`config.mk`:
```
export PLATFORM = sky130hd
export DESIGN_NAME = p1_rx_parser
export DESIGN_NICKNAME = d
export VERILOG_FILES = /design/src/rtl/p1_pkg.sv /design/src/rtl/p1_byte_packer.sv /design/src/rtl/p1_rx_parser.sv
export SDC_FILE = /design/constraint.sdc
export NUM_CORES = 1
export LEC_CHECK = 0
export ABC_AREA = 1
export CORE_MARGIN = 8
export CORE_UTILIZATION = 25
export DETAILED_ROUTE_END_ITERATION = 8
export GPL_ROUTABILITY_DRIVEN = 0
export PLACE_DENSITY = 0.39
export SLEW_MARGIN = 20
export SYNTH_ARGS = -nofsm -noshare
export SYNTH_HDL_FRONTEND = slang
export SYNTH_SLANG_ARGS = --single-unit
```
`constraint.sdc`:
```
create_clock -name rx_clock -period 4.4 [get_ports rx_clock]
set_input_delay 1.1 -clock rx_clock [delete_from_list [all_inputs] [get_ports rx_clock]]
set_output_delay 1.1 -clock rx_clock [all_outputs]
set_load 0.01 [all_outputs]
```
`src/rtl/p1_pkg.sv`:
```
// Protocol-1 receive constants, parser state encoding and a saturating counter helper.
package p1_pkg;

    localparam logic [7:0]  P1_SYNC0       = 8'hEF;
    localparam logic [7:0]  P1_SYNC1       = 8'hFE;
    localparam logic [7:0]  P1_CMD_DATA    = 8'h01;
    localparam logic [7:0]  P1_CMD_DISC    = 8'h02;
    localparam logic [7:0]  P1_CMD_START   = 8'h04;
    localparam logic [7:0]  P1_EP2         = 8'h02;
    localparam logic [7:0]  P1_FRAME_SYNC  = 8'h7F;
    localparam int unsigned P1_FRAME_BYTES = 512;
    localparam int unsigned P1_SYNC_BYTES  = 3;

    typedef enum logic [3:0] {
        P1_IDLE,
        P1_HDR,
        P1_CMD,
        P1_EP,
        P1_SEQ,
        P1_FSYNC,
        P1_FDATA,
        P1_SKIP,
        P1_DISCOVERY,
        P1_START,
        P1_DISCARD
    } p1_state_t;

    function automatic logic [15:0] sat_inc16(input logic [15:0] v);
        return (v == 16'hFFFF) ? v : v + 16'd1;
    endfunction

endpackage

```
`src/rtl/p1_byte_packer.sv`:
```
// Packs frame bytes into FIFO words. push_sync loads the three validated 7F sync bytes at once.
module p1_byte_packer
    import p1_pkg::*;
#(
    parameter int unsigned OUT_WIDTH = 8
) (
    input  logic                 clk,
    input  logic                 rst_n,
    input  logic                 push,
    input  logic                 push_sync,
    input  logic                 flush,
    input  logic [7:0]           in_byte,
    output logic [OUT_WIDTH-1:0] word,
    output logic                 word_wr,
    output logic                 word_sof
);

    if (OUT_WIDTH == 32) begin : g_w32
        // Big-endian accumulator: oldest byte ends up in [31:24].
        logic [23:0] acc_q;
        logic [1:0]  cnt_q;
        logic        sof_q;

        always_ff @(posedge clk or negedge rst_n) begin
            if (!rst_n) begin
                acc_q    <= '0;
                cnt_q    <= '0;
                sof_q    <= 1'b0;
                word     <= '0;
                word_wr  <= 1'b0;
                word_sof <= 1'b0;
            end else begin
                word_wr  <= 1'b0;
                word_sof <= 1'b0;
                if (flush) begin
                    cnt_q <= '0;
                    sof_q <= 1'b0;
                end else if (push_sync) begin
                    acc_q <= {P1_FRAME_SYNC, P1_FRAME_SYNC, P1_FRAME_SYNC};
                    cnt_q <= 2'd3;
                    sof_q <= 1'b1;
                end else if (push) begin
                    if (cnt_q == 2'd3) begin
                        word     <= OUT_WIDTH'({acc_q, in_byte});
                        word_wr  <= 1'b1;
                        word_sof <= sof_q;
                        sof_q    <= 1'b0;
                        cnt_q    <= '0;
                    end else begin
                        acc_q <= {acc_q[15:0], in_byte};
                        cnt_q <= cnt_q + 2'd1;
                    end
                end
            end
        end
    end else begin : g_w8
        // Sync bytes are released over three cycles after the check, so data runs two stages behind.
        logic [1:0] pend_q;
        logic [7:0] d0_q, d1_q;
        logic       v0_q, v1_q;

        always_ff @(posedge clk or negedge rst_n) begin
            if (!rst_n) begin
                pend_q   <= '0;
                d0_q     <= '0;
                d1_q     <= '0;
                v0_q     <= 1'b0;
                v1_q     <= 1'b0;
                word     <= '0;
                word_wr  <= 1'b0;
                word_sof <= 1'b0;
            end else begin
                word_wr  <= 1'b0;
                word_sof <= 1'b0;
                d0_q     <= in_byte;
                v0_q     <= push;
                d1_q     <= d0_q;
                v1_q     <= v0_q;
                if (push_sync) begin
                    word     <= OUT_WIDTH'(P1_FRAME_SYNC);
                    word_wr  <= 1'b1;
                    word_sof <= 1'b1;
                    pend_q   <= 2'd2;
                end else if (pend_q != 2'd0) begin
                    word    <= OUT_WIDTH'(P1_FRAME_SYNC);
                    word_wr <= 1'b1;
                    pend_q  <= pend_q - 2'd1;
                end else if (v1_q) begin
                    word    <= OUT_WIDTH'(d1_q);
                    word_wr <= 1'b1;
                end
                if (flush) begin
                    pend_q <= '0;
                end
            end
        end
    end

endmodule

```
`src/rtl/p1_rx_parser.sv`:
```
// Protocol-1 UDP payload parser: discovery, start/stop and EP2 frame extraction with
// sequence/sync checking feeding the Rx FIFO.
module p1_rx_parser
    import p1_pkg::*;
#(
    parameter logic [15:0] DATA_PORT      = 16'd1024,
    parameter int unsigned OUT_WIDTH      = 8,
    parameter int unsigned FRAMES_PER_PKT = 2,
    parameter int unsigned SEQ_CHECK      = 1
) (
    input  logic                 rx_clock,
    input  logic                 reset_n,
    input  logic                 rx_valid,
    input  logic [7:0]           rx_data,
    input  logic [15:0]          to_port,
    input  logic                 broadcast,
    input  logic                 dst_unreachable,
    output logic                 run,
    output logic                 wide_spectrum,
    output logic                 discovery_reply,
    output logic [OUT_WIDTH-1:0] fifo_data,
    output logic                 fifo_wr,
    output logic                 fifo_sof,
    output logic [15:0]          seq_err_cnt,
    output logic [15:0]          sync_err_cnt
);

    localparam logic [8:0] LAST_BYTE  = 9'(P1_FRAME_BYTES - 1);
    localparam logic [8:0] LAST_SYNC  = 9'(P1_SYNC_BYTES - 1);
    localparam logic [1:0] LAST_FRAME = 2'(FRAMES_PER_PKT - 1);

    p1_state_t   state_q, state_d;
    logic [8:0]  byte_cnt_q, byte_cnt_d;
    logic [1:0]  frame_cnt_q, frame_cnt_d;
    logic        sync_ok_q, sync_ok_d;
    logic [23:0] seq_shift_q;
    logic [31:0] last_seq_q;
    logic        seq_valid_q;
    logic [31:0] seq_new;
    logic        push, push_sync, flush, disc_hit, start_hit, seq_done, sync_bad;

    assign seq_new = {seq_shift_q, rx_data};

    always_ff @(posedge rx_clock or negedge reset_n) begin
        if (!reset_n) begin
            state_q     <= P1_IDLE;
            byte_cnt_q  <= '0;
            frame_cnt_q <= '0;
            sync_ok_q   <= 1'b0;
        end else begin
            state_q     <= state_d;
            byte_cnt_q  <= byte_cnt_d;
            frame_cnt_q <= frame_cnt_d;
            sync_ok_q   <= sync_ok_d;
        end
    end

    always_comb begin
        state_d     = state_q;
        byte_cnt_d  = byte_cnt_q;
        frame_cnt_d = frame_cnt_q;
        sync_ok_d   = sync_ok_q;
        push        = 1'b0;
        push_sync   = 1'b0;
        flush       = 1'b0;
        disc_hit    = 1'b0;
        start_hit   = 1'b0;
        seq_done    = 1'b0;
        sync_bad    = 1'b0;
        if (!rx_valid) begin
            state_d = P1_IDLE;
            flush   = (state_q == P1_FSYNC) || (state_q == P1_FDATA) || (state_q == P1_SKIP);
        end else begin
            unique case (state_q)
                P1_IDLE: state_d = (to_port == DATA_PORT && rx_data == P1_SYNC0) ? P1_HDR : P1_DISCARD;
                P1_HDR:  state_d = (rx_data == P1_SYNC1) ? P1_CMD : P1_DISCARD;
                // Broadcast packets may only carry a discovery request.
                P1_CMD: begin
                    state_d = P1_DISCARD;
                    if (rx_data == P1_CMD_DISC) begin
                        state_d  = P1_DISCOVERY;
                        disc_hit = 1'b1;
                    end else if (!broadcast && rx_data == P1_CMD_START) begin
                        state_d = P1_START;
                    end else if (!broadcast && rx_data == P1_CMD_DATA) begin
                        state_d = P1_EP;
                    end
                end
                P1_DISCOVERY: state_d = P1_DISCARD;
                P1_START: begin
                    start_hit = 1'b1;
                    state_d   = P1_DISCARD;
                end
                P1_EP: begin
                    state_d    = (rx_data == P1_EP2) ? P1_SEQ : P1_DISCARD;
                    byte_cnt_d = '0;
                end
                P1_SEQ: begin
                    byte_cnt_d = byte_cnt_q + 9'd1;
                    if (byte_cnt_q == 9'd3) begin
                        seq_done    = 1'b1;
                        state_d     = P1_FSYNC;
                        byte_cnt_d  = '0;
                        frame_cnt_d = '0;
                        sync_ok_d   = 1'b1;
                    end
                end
                P1_FSYNC: begin
                    byte_cnt_d = byte_cnt_q + 9'd1;
                    sync_ok_d  = sync_ok_q && (rx_data == P1_FRAME_SYNC);
                    if (byte_cnt_q == LAST_SYNC) begin
                        push_sync = sync_ok_d;
                        sync_bad  = !sync_ok_d;
                        state_d   = sync_ok_d ? P1_FDATA : P1_SKIP;
                    end
                end
                P1_FDATA, P1_SKIP: begin
                    push       = (state_q == P1_FDATA);
                    byte_cnt_d = byte_cnt_q + 9'd1;
                    if (byte_cnt_q == LAST_BYTE) begin
                        byte_cnt_d = '0;
                        sync_ok_d  = 1'b1;
                        if (frame_cnt_q == LAST_FRAME) begin
                            state_d = P1_DISCARD;
                        end else begin
                            frame_cnt_d = frame_cnt_q + 2'd1;
                            state_d     = P1_FSYNC;
                        end
                    end
                end
                P1_DISCARD: state_d = P1_DISCARD;
                default:    state_d = P1_IDLE;
            endcase
        end
    end

    // Control flags, sequence tracking and saturating error counters.
    always_ff @(posedge rx_clock or negedge reset_n) begin
        if (!reset_n) begin
            run             <= 1'b0;
            wide_spectrum   <= 1'b0;
            discovery_reply <= 1'b0;
            seq_shift_q     <= '0;
            last_seq_q      <= '0;
            seq_valid_q     <= 1'b0;
            seq_err_cnt     <= '0;
            sync_err_cnt    <= '0;
        end else begin
            discovery_reply <= disc_hit;
            if (dst_unreachable) begin
                run <= 1'b0;
            end else if (start_hit) begin
                run <= rx_data[0];
            end
            if (start_hit) begin
                wide_spectrum <= rx_data[1];
            end
            if (rx_valid && state_q == P1_SEQ) begin
                seq_shift_q <= seq_new[23:0];
            end
            if (seq_done) begin
                last_seq_q  <= seq_new;
                seq_valid_q <= 1'b1;
                if (SEQ_CHECK != 0 && seq_valid_q && seq_new != last_seq_q + 32'd1) begin
                    seq_err_cnt <= sat_inc16(seq_err_cnt);
                end
            end
            if (sync_bad) begin
                sync_err_cnt <= sat_inc16(sync_err_cnt);
            end
        end
    end

    p1_byte_packer #(
        .OUT_WIDTH (OUT_WIDTH)
    ) u_packer (
        .clk       (rx_clock),
        .rst_n     (reset_n),
        .push      (push),
        .push_sync (push_sync),
        .flush     (flush),
        .in_byte   (rx_data),
        .word      (fifo_data),
        .word_wr   (fifo_wr),
        .word_sof  (fifo_sof)
    );

endmodule

```
* Word level (Yosys, flattened, before mapping) *
Cells that the tools add are included.

word-level totals
  bits in registers = 138
  latch bits = 0
  RAM bits = 0
  bits in read-only memories = 0
  input port bits = 29
  output and inout bits = 45
  word-level logic and storage cells = 136
  memories = 0

cells by class
  add/sub/neg operators = 6
  multipliers = 0
  div/mod/pow operators = 0
  order comparisons = 0
  equality and inequality tests = 30
  shifts and indexed selects = 0
  multiplexer cells = 52
  bitwise gates (word level) = 2
  reduce and logical (&&, ||, !) cells = 26

operators with widths
  operator                 count
  $mux W4                  11
  $pmux W9 S4              1
  $add A16 B1 Y16 const B  2
  $add A32 B1 Y32 const B  1
  $eq A16 B16 Y1 const B   2
  $ne A32 B32 Y1           1
  $pmux W4 S8              1
  $mux W1                  26
  $mux W8                  3
  $eq A9 B2 Y1 const B     2
  $mux W9                  2
  $eq A16 B11 Y1 const B   1
  $eq A4 B3 Y1 const B     4
  $eq A8 B8 Y1 const B     2
  $eq A4 B4 Y1 const B     3
  $mux W2                  6
  $add A9 B1 Y9 const B    1
  $eq A9 B9 Y1 const B     1
  $reduce_bool A3 Y1       3
  $eq A4 B2 Y1 const B     2
  $eq A8 B1 Y1 const B     1
  $eq A8 B2 Y1 const B     1
  $eq A8 B3 Y1 const B     1
  $eq A8 B7 Y1 const B     1
  other kinds (22)         37

* Depth between registers and ports, before layout *
Gate-level depths: netlist (run 1).

  depth in word-level cells = 7
  depth in mapped cells = 18
  mapped depth without buffers = 17

* Cells and area by module *
A second synthesis (run 1) with hierarchy kept.

unflattened totals
  cell total of the unflattened synthesis = 1001
  area total of the unflattened synthesis = 7588.5 sq um

by module, submodules not included
  module          times used  cells each  area each (sq um)  sequential area each (sq um)
  p1_rx_parser    1           929         6647.6             2702.6
  p1_byte_packer  1           72          940.9              750.7

* Worst setup path after synthesis (run 1) *
No wires, ideal clock.

  path kind = input to register
  start point = input port rx_valid
  end point = register seq_err_cnt[5]
  setup time = 0.067 ns
  arrival = 2.465 ns
  required time = 4.333 ns
  slack = 1.868 ns
  cell stages on the path = 6
  path buffers = 2
  cells stage by stage = buf_2 > clkinv_1 > nor4_4 > buf_1 > nand4_1 > nand2_1

on the way
  cells in the longest elaborated chain, start to end = 2

ends and longest elaborated chain
  item                                RTL line             text
  from (decl)                         p1_rx_parser.sv:13   input logic rx_valid,
  $mux W1                             p1_rx_parser.sv:70   if (!rx_valid) begin
  $reduce_and A3 Y1 (no source line)  n/a
  to (signal assigned)                p1_rx_parser.sv:165  seq_err_cnt <= sat_inc16(seq_err_cnt);
  to (decl)                           p1_rx_parser.sv:24   output logic [15:0] seq_err_cnt,

No other way between the ends.
A chain may end at the register's enable or synchronous reset.

* Worst setup path in the final report (run 1) *
  start point = input port rx_valid
  end point = register sync_err_cnt[8]

on the way
  cells in the longest elaborated chain, start to end = 2

ends and longest elaborated chain
  item                                RTL line             text
  $mux W1                             p1_rx_parser.sv:70
  $reduce_and A2 Y1 (no source line)  n/a
  to (signal assigned)                p1_rx_parser.sv:169  sync_err_cnt <= sat_inc16(sync_err_cnt);
  to (decl)                           p1_rx_parser.sv:25   output logic [15:0] sync_err_cnt

No other way between the ends.

==> metrics.cfg, run 1 <==
[status]
status = finished, final reports clean

[timing]
setup_tns_ns = 0
max_slew_margin = 0.428
final-hold-violation-count = 0
worst_clock_skew_ns = 0.0184
drv_slew = 0
finalCriticalPeriod_ns = 3.15
hold_ws_ns = 0.350
tightest_slew_ns = 0.858
rsz0062_at_grt = no
setup_viol = 0
max_freq_ghz = 0.317
finalCritPeriodShare = 0.717

[clock_network]
htreeDepth = 4
cts_buffers = 17
cts.sinks = 138
cts_resized = 0
clk_pin_slew_worst_paths_ns = 0.08
cts_tree = done
clock-root-buffer = clkbuf_16
clock_latency_ns = 0.43
cts_setup_buffers = 0
ctsHoldBuffers = 0
clockBufferDepth = 2

[final_layout]
antenna_cells = 0
fillerInstances = 3244
stdcell_area_sq_mm = 0.00944
area_growth_pct = 24.1
final_cell_mix = nand2_1 (285), dfrtp_1 (138), inv_1 (118)
drive_gt1_frac = 0.0562
final_util = 0.312
num-nets-final = 1109
layout_commonest_cell = nand2_1

[power]
p_total_uw = 3030
irDropWorstVdd_mv = 0.228
cellPowerDensity_mw_per_mm2 = 321
cellLeakagePower_uw = 0.00422

[critical_path]
crit_path_max_fanout = 10
critPathSlowestCell = clkdlybuf4s50_1
cp-end-kind = flop
worstPathArrival_ns = 3.48
crit_type = in2reg
crit_path_frequent_cell = nor2_1
startpoint_type = input pin
crit_required_ns = 4.72
slowest_delay_ns = 0.73
critical_path.cell_chain = clkdlybuf4s50_1 -> clkinv_1 -> nor2_1 -> o311ai_0 -> nor2_1 -> nand3_1 -> xnor2_1

[yosys]
synth-edff-count = 0
seq_area_frac_synth = 0.454
postSynthCellCount = 994
synth_top_flop_cell = dfrtp_1
synth-seq-cells = 138
synth_area_sq_mm = 0.00760
synth_top_cell_by_area = dfrtp_1
mappedNetlistNets = 1031
synth.distinct_cells = 42
synthTopCellsByArea = dfrtp_1 (45%), nand2_1 (14%), inv_1 (5.8%)
async_flop_share = 1.00
yosys_warnings = 0
synth_top_area_frac = 0.454
avgSynthCellArea_sq_um = 7.65

[drt]
wl_per_cell_microns = 14.6
routed_wl_microns = 21700
viasPerCell = 4.37
num_vias = 6472
drt_iter0_markers = 389
dr.pass1.iters = 4
final_antenna_net_count = 0
drc = 0

[floorplanning]
initial_core_util = 0.251
io_pins = 74
row_count = 64
core_area_sq_mm = 0.0303
die_h_microns = 190
fp.dieW_microns = 190
die_area_sq_mm = 0.0363

[place]
port_buffers = 73
post_dp_cell_area_sq_mm = 0.00881
dpl.hpwl_microns = 16100

[global_routing]
grt_pass1_wl_microns = 36300
grt_max_degree = 88
grtUsageMet2 = 0.204
grt_pass1_vias = 6716
grt-busiest-layer = met2
gr-usage-met3 = 0.0214
globalRouteOverflowTotal = 0
grtUsageTotal = 0.125
met1_usage = 0.168
antenna_found_initial = 0

[job]
maxCapViolations = 0

[min_path]
hold_path_class = reg2reg

[synth_stat cells, types with 2 or more instances]
| master | instances |
|---|---|
| a21oi_1 | 8 |
| ha_1 | 8 |
| nor3_1 | 22 |
| buf_2 | 2 |
| nand4_1 | 32 |
| nand2_1 | 285 |
| o311ai_0 | 2 |
| nand3b_1 | 10 |
| o21ai_1 | 2 |
| buf_1 | 2 |
| and2_1 | 2 |
| inv_1 | 118 |
| o21ai_0 | 79 |
| xnor2_1 | 20 |
| xor2_1 | 43 |
| clkbuf_1 | 16 |
| a211oi_1 | 2 |
| dfrtp_1 | 138 |
| a31oi_1 | 2 |
| nand3_1 | 47 |
| mux2i_1 | 2 |
| nor2_2 | 8 |
| nor4_1 | 11 |
| nor2_1 | 109 |
| o211ai_1 | 2 |
| nor2_4 | 3 |
| nand2_2 | 4 |
[worst max-delay path: cells and delay by family]
kind,cells,cell delay (ns)
buf+inv,2,1.13
simple gates,3,0.79
compound gates,1,0.31
xor+xnor,1,0.14
[registers in the layout, summed over array words and instances, names as in the netlist, 2 cells and up]
| signal | flops |
|---|---|
| last_seq_q | 32 |
| seq_shift_q | 24 |
| seq_err_cnt | 16 |
| sync_err_cnt | 16 |
| byte_cnt_q | 9 |
| u_packer.g_w8.d0_q | 8 |
| u_packer.g_w8.d1_q | 8 |
| u_packer.word | 8 |
| state_q | 4 |
| frame_cnt_q | 2 |
| u_packer.g_w8.pend_q | 2 |
[area by class of cell]
class / instances / area (sq um) / area share
inverter: 119 / 447 / 0.0473
timing repair buffer: 80 / 797 / 0.0844
multi-input combinational: 716 / 3620 / 0.384
sequential: 138 / 3450 / 0.366
clock inverter: 15 / 199 / 0.0211
tap: 396 / 495 / 0.0525
clock buffer: 17 / 425 / 0.0451
[cells by family (layout without fill, tap and decap cells)]
group	Yosys count	count (layout)	synth area share
buf+inv	140	231	0.0704
compound gates	102	102	0.0713
mux	2	2	0.00263
xor+xnor	64	64	0.0755
flops	138	138	0.454
simple gates	540	540	0.313
fa+ha+maj	8	8	0.0132
[per-stage QoR]
step,instances,setup WS (ns)
4_1_cts,1481,1.19
3_5_place_dp,1449,0.732
6_report,1481,1.25
3_3_place_gp,1449,0.797
2_1_floorplan,994,1.87
5_1_grt,1481,0.968
[layer usage]
| layer | vias up | routed length, microns |
|---|---|---|
| met1 | 3008 | 10600 |
| li1 | 3342 | - |
| met4 | 0 | 279 |
| met5 | - | 0 |
| met2 | 102 | 9960 |
| met3 | 20 | 778 |
[report_power, final]
part | total, uW | internal (uW) | leakage [uW] | switching, uW
combinational | 195 | 77.8 | 0.00225 | 118
clock | 1520 | 824 | 0.000300 | 696
sequential | 1320 | 1300 | 0.00167 | 19.2
[path summary, 6_finish.rpt]
kind | start | endpoint | slack, ns | cells after the start
worst max-delay path | rx_valid | sync_err_cnt[8] | 1.25 | 7
worst min-delay path | u_packer.g_w8.v0_q | u_packer.g_w8.v1_q | 0.35 | 0
worst max register to register | last_seq_q[1] | seq_err_cnt[2] | 1.70 | 16
worst min register to register | u_packer.g_w8.v0_q | u_packer.g_w8.v1_q | 0.35 | 0
max in group asynchronous | reset_n | last_seq_q[21] | 2.91 | 2
min in group asynchronous | reset_n | u_packer.g_w8.d1_q[0] | 0.69 | 1
No activity file was read; power rests on OpenSTA's default activity.
==> inputs of run 2 (changes only) <==
==> constraint.sdc (replaced) <==
create_clock -name rx_clock -period 3.15 [get_ports rx_clock]
set_input_delay 0.7875 -clock rx_clock [delete_from_list [all_inputs] [get_ports rx_clock]]
set_output_delay 0.7875 -clock rx_clock [all_outputs]
set_load 0.01 [all_outputs]
==> run 2 against run 1 <==
Sequential share of layout area down 0.43 points. Clock power up 35%. Power up 38%. Final area up 1.2%. Sequential power up 39%. Sequential cell count unchanged. Combinational power up 45%. Utilization up 0.37 points. Die area unchanged.
==> metrics.cfg, run 2 (synthesized netlist as in run 1, its figures left out) <==
[status]
status = finished, final reports clean  ; unchanged

[clock_network]
clk_pin_slew_worst_paths_ns = 0.08  ; about the same
htreeDepth = 4  ; unchanged
cts_setup_buffers = 0  ; unchanged
cts_tree = done  ; unchanged
clock_latency_ns = 0.43  ; about the same
cts.sinks = 138  ; unchanged
cts_resized = 0  ; unchanged
clock-root-buffer = clkbuf_16  ; unchanged
ctsHoldBuffers = 0  ; unchanged
clockBufferDepth = 2  ; unchanged
cts_buffers = 17  ; unchanged

[final_layout]
area_growth_pct = 25.6  ; was 24.1%
num-nets-final = 1124  ; was 1109
fillerInstances = 3294  ; was 3244
layout_commonest_cell = nand2_1  ; unchanged
largest_reg_flops = 32  ; unchanged
stdcell_area_sq_mm = 0.00955  ; was 0.00944 sq mm
largest_register = last_seq_q  ; unchanged
top_regs = last_seq_q (32), seq_shift_q (24)  ; unchanged
final_cell_mix = nand2_1 (285), dfrtp_1 (138), inv_1 (118)  ; unchanged
final_util = 0.316  ; was 0.312
drive_gt1_frac = 0.0691  ; was 0.0562
antenna_cells = 0  ; unchanged

[floorplanning]
die_area_sq_mm = 0.0363  ; unchanged
row_count = 64  ; unchanged
die_h_microns = 190  ; unchanged
fp.dieW_microns = 190  ; unchanged
core_area_sq_mm = 0.0303  ; unchanged
io_pins = 74  ; unchanged
initial_core_util = 0.251  ; unchanged

[place]
dpl.hpwl_microns = 16900  ; was 16100 microns
dp_slack_ns = 0.0537  ; was 0.732 ns
port_buffers = 73  ; unchanged
post_dp_cell_area_sq_mm = 0.00894  ; was 0.00881 sq mm

[global_routing]
grtUsageTotal = 0.128  ; was 0.125
globalRouteOverflowTotal = 0  ; unchanged
grt_pass1_vias = 6790  ; was 6716
grt_max_degree = 69  ; was 88
gr-usage-met3 = 0.0262  ; was 0.0214
grt_pass1_wl_microns = 37100  ; was 36300 microns
grtUsageMet2 = 0.202  ; was 0.204
met1_usage = 0.172  ; was 0.168
antenna_found_initial = 0  ; unchanged
grt-busiest-layer = met2  ; unchanged

[drt]
wl_per_cell_microns = 14.8  ; was 14.6 microns
num_vias = 6546  ; was 6472
viasPerCell = 4.38  ; was 4.37
drc = 0  ; unchanged
drt_iter0_markers = 354  ; was 389
final_antenna_net_count = 0  ; unchanged
routed_wl_microns = 22100  ; was 21700 microns
dr.pass1.iters = 5  ; was 4

[critical_path]
startpoint_type = input pin  ; unchanged
crit_path_frequent_cell = nor2_1  ; unchanged
slowest_delay_ns = 0.62  ; was 0.73 ns
crit_path_max_fanout = 12  ; was 10
crit_required_ns = 3.46  ; was 4.72 ns
worstPathArrival_ns = 2.94  ; was 3.48 ns
cp-end-kind = flop  ; unchanged
critPathSlowestCell = clkdlybuf4s50_1  ; unchanged
critical_path.cell_chain = clkdlybuf4s50_1 -> xnor2_1 -> o21ai_0 -> nor2_1 -> nand3_1 -> nor2_1 -> nand2_1 -> nor2_1 -> nand2_1 -> nor2_1 -> nand2_2 -> buf_12 -> nand4_1 -> nand2_1  ; was clkdlybuf4s50_1 -> clkinv_1 -> nor2_1 -> o311ai_0 -> nor2_1 -> nand3_1 -> xnor2_1
crit_type = in2reg  ; unchanged

[timing]
setup_tns_ns = 0  ; unchanged
finalCritPeriodShare = 0.836
drv_slew = 0  ; unchanged
max_freq_ghz = 0.380
worst_clock_skew_ns = 0.0174  ; was 0.0184 ns
finalCriticalPeriod_ns = 2.63
tightest_slew_ns = 0.688  ; was 0.858 ns
rsz0062_at_grt = no  ; unchanged
max_slew_margin = 0.542  ; was 0.428
fin_ws_ns = 0.515  ; was 1.25 ns
final-hold-violation-count = 0  ; unchanged
setup_viol = 0  ; unchanged

[power]
cellLeakagePower_uw = 0.00430  ; was 0.00422 uW
irDropWorstVdd_mv = 0.295  ; was 0.228 mV
cellPowerDensity_mw_per_mm2 = 437  ; was 321 mW/mm^2
p_total_uw = 4180  ; was 3030 uW

[min_path]
hold_path_class = in2async  ; was reg2reg

[job]
maxCapViolations = 0  ; unchanged

## run 2: cell count changes in the layout (fill, tap and decap cells not counted), sizes merged
cell and change:
buf +15, bufinv -1, clkinv +1, clkinvlp -1, inv +1
## run 2: layout make-up
cell class                      instances  area, sq um  area share
Clock inverter                         15          186      0.0195
Tap cell                              396          495      0.0519
Multi-Input combinational cell        716         3620       0.379
Clock buffer                           17          425      0.0445
Inverter                              119          447      0.0468
Sequential cell                       138         3450       0.362
Timing Repair Buffer                   95          922      0.0965
## run 2: critical path: cells and delay by family
family                 cells  cell delay, ns
AO/OA/AOI/OAI              1            0.10
XOR/XNOR                   1            0.15
AND/OR/NAND/NOR           10            1.08
buffers and inverters      2            0.81
## run 2: per-stage QoR
step	hold slack (ns)	cells
3_3_place_gp	0.332	1464
3_5_place_dp	0.335	1464
4_1_cts	0.341	1496
5_1_grt	0.352	1496
2_1_floorplan	0.331	994
6_report	0.344	1496
## run 2: worst paths after layout
path,startpoint,to,slack (ns),depth (start not counted)
worst max-delay path,rx_data[1],seq_err_cnt[15],0.52,14
worst min-delay path,reset_n,u_packer.word[0],0.34,1
worst max register to register,last_seq_q[0],seq_err_cnt[15],0.59,17
worst min register to register,u_packer.g_w8.d0_q[6],u_packer.g_w8.d1_q[6],0.34,0
max in group asynchronous,reset_n,last_seq_q[30],2.14,2
min in group rx_clock,u_packer.g_w8.d0_q[6],u_packer.g_w8.d1_q[6],0.34,0
## run 2: routing by layer
metal,share of wire,up-vias
li1,-,3365
met1,0.49,3076
met2,0.45,85
met3,0.039,20
met4,0.016,0
met5,0,-
## run 2: where the power goes
part | total (uW) | leakage, uW | internal [uW] | switching [uW]
clock network | 2050 | 0.000299 | 1080 | 970
logic | 283 | 0.00233 | 118 | 165
registers | 1840 | 0.00167 | 1810 | 27.1
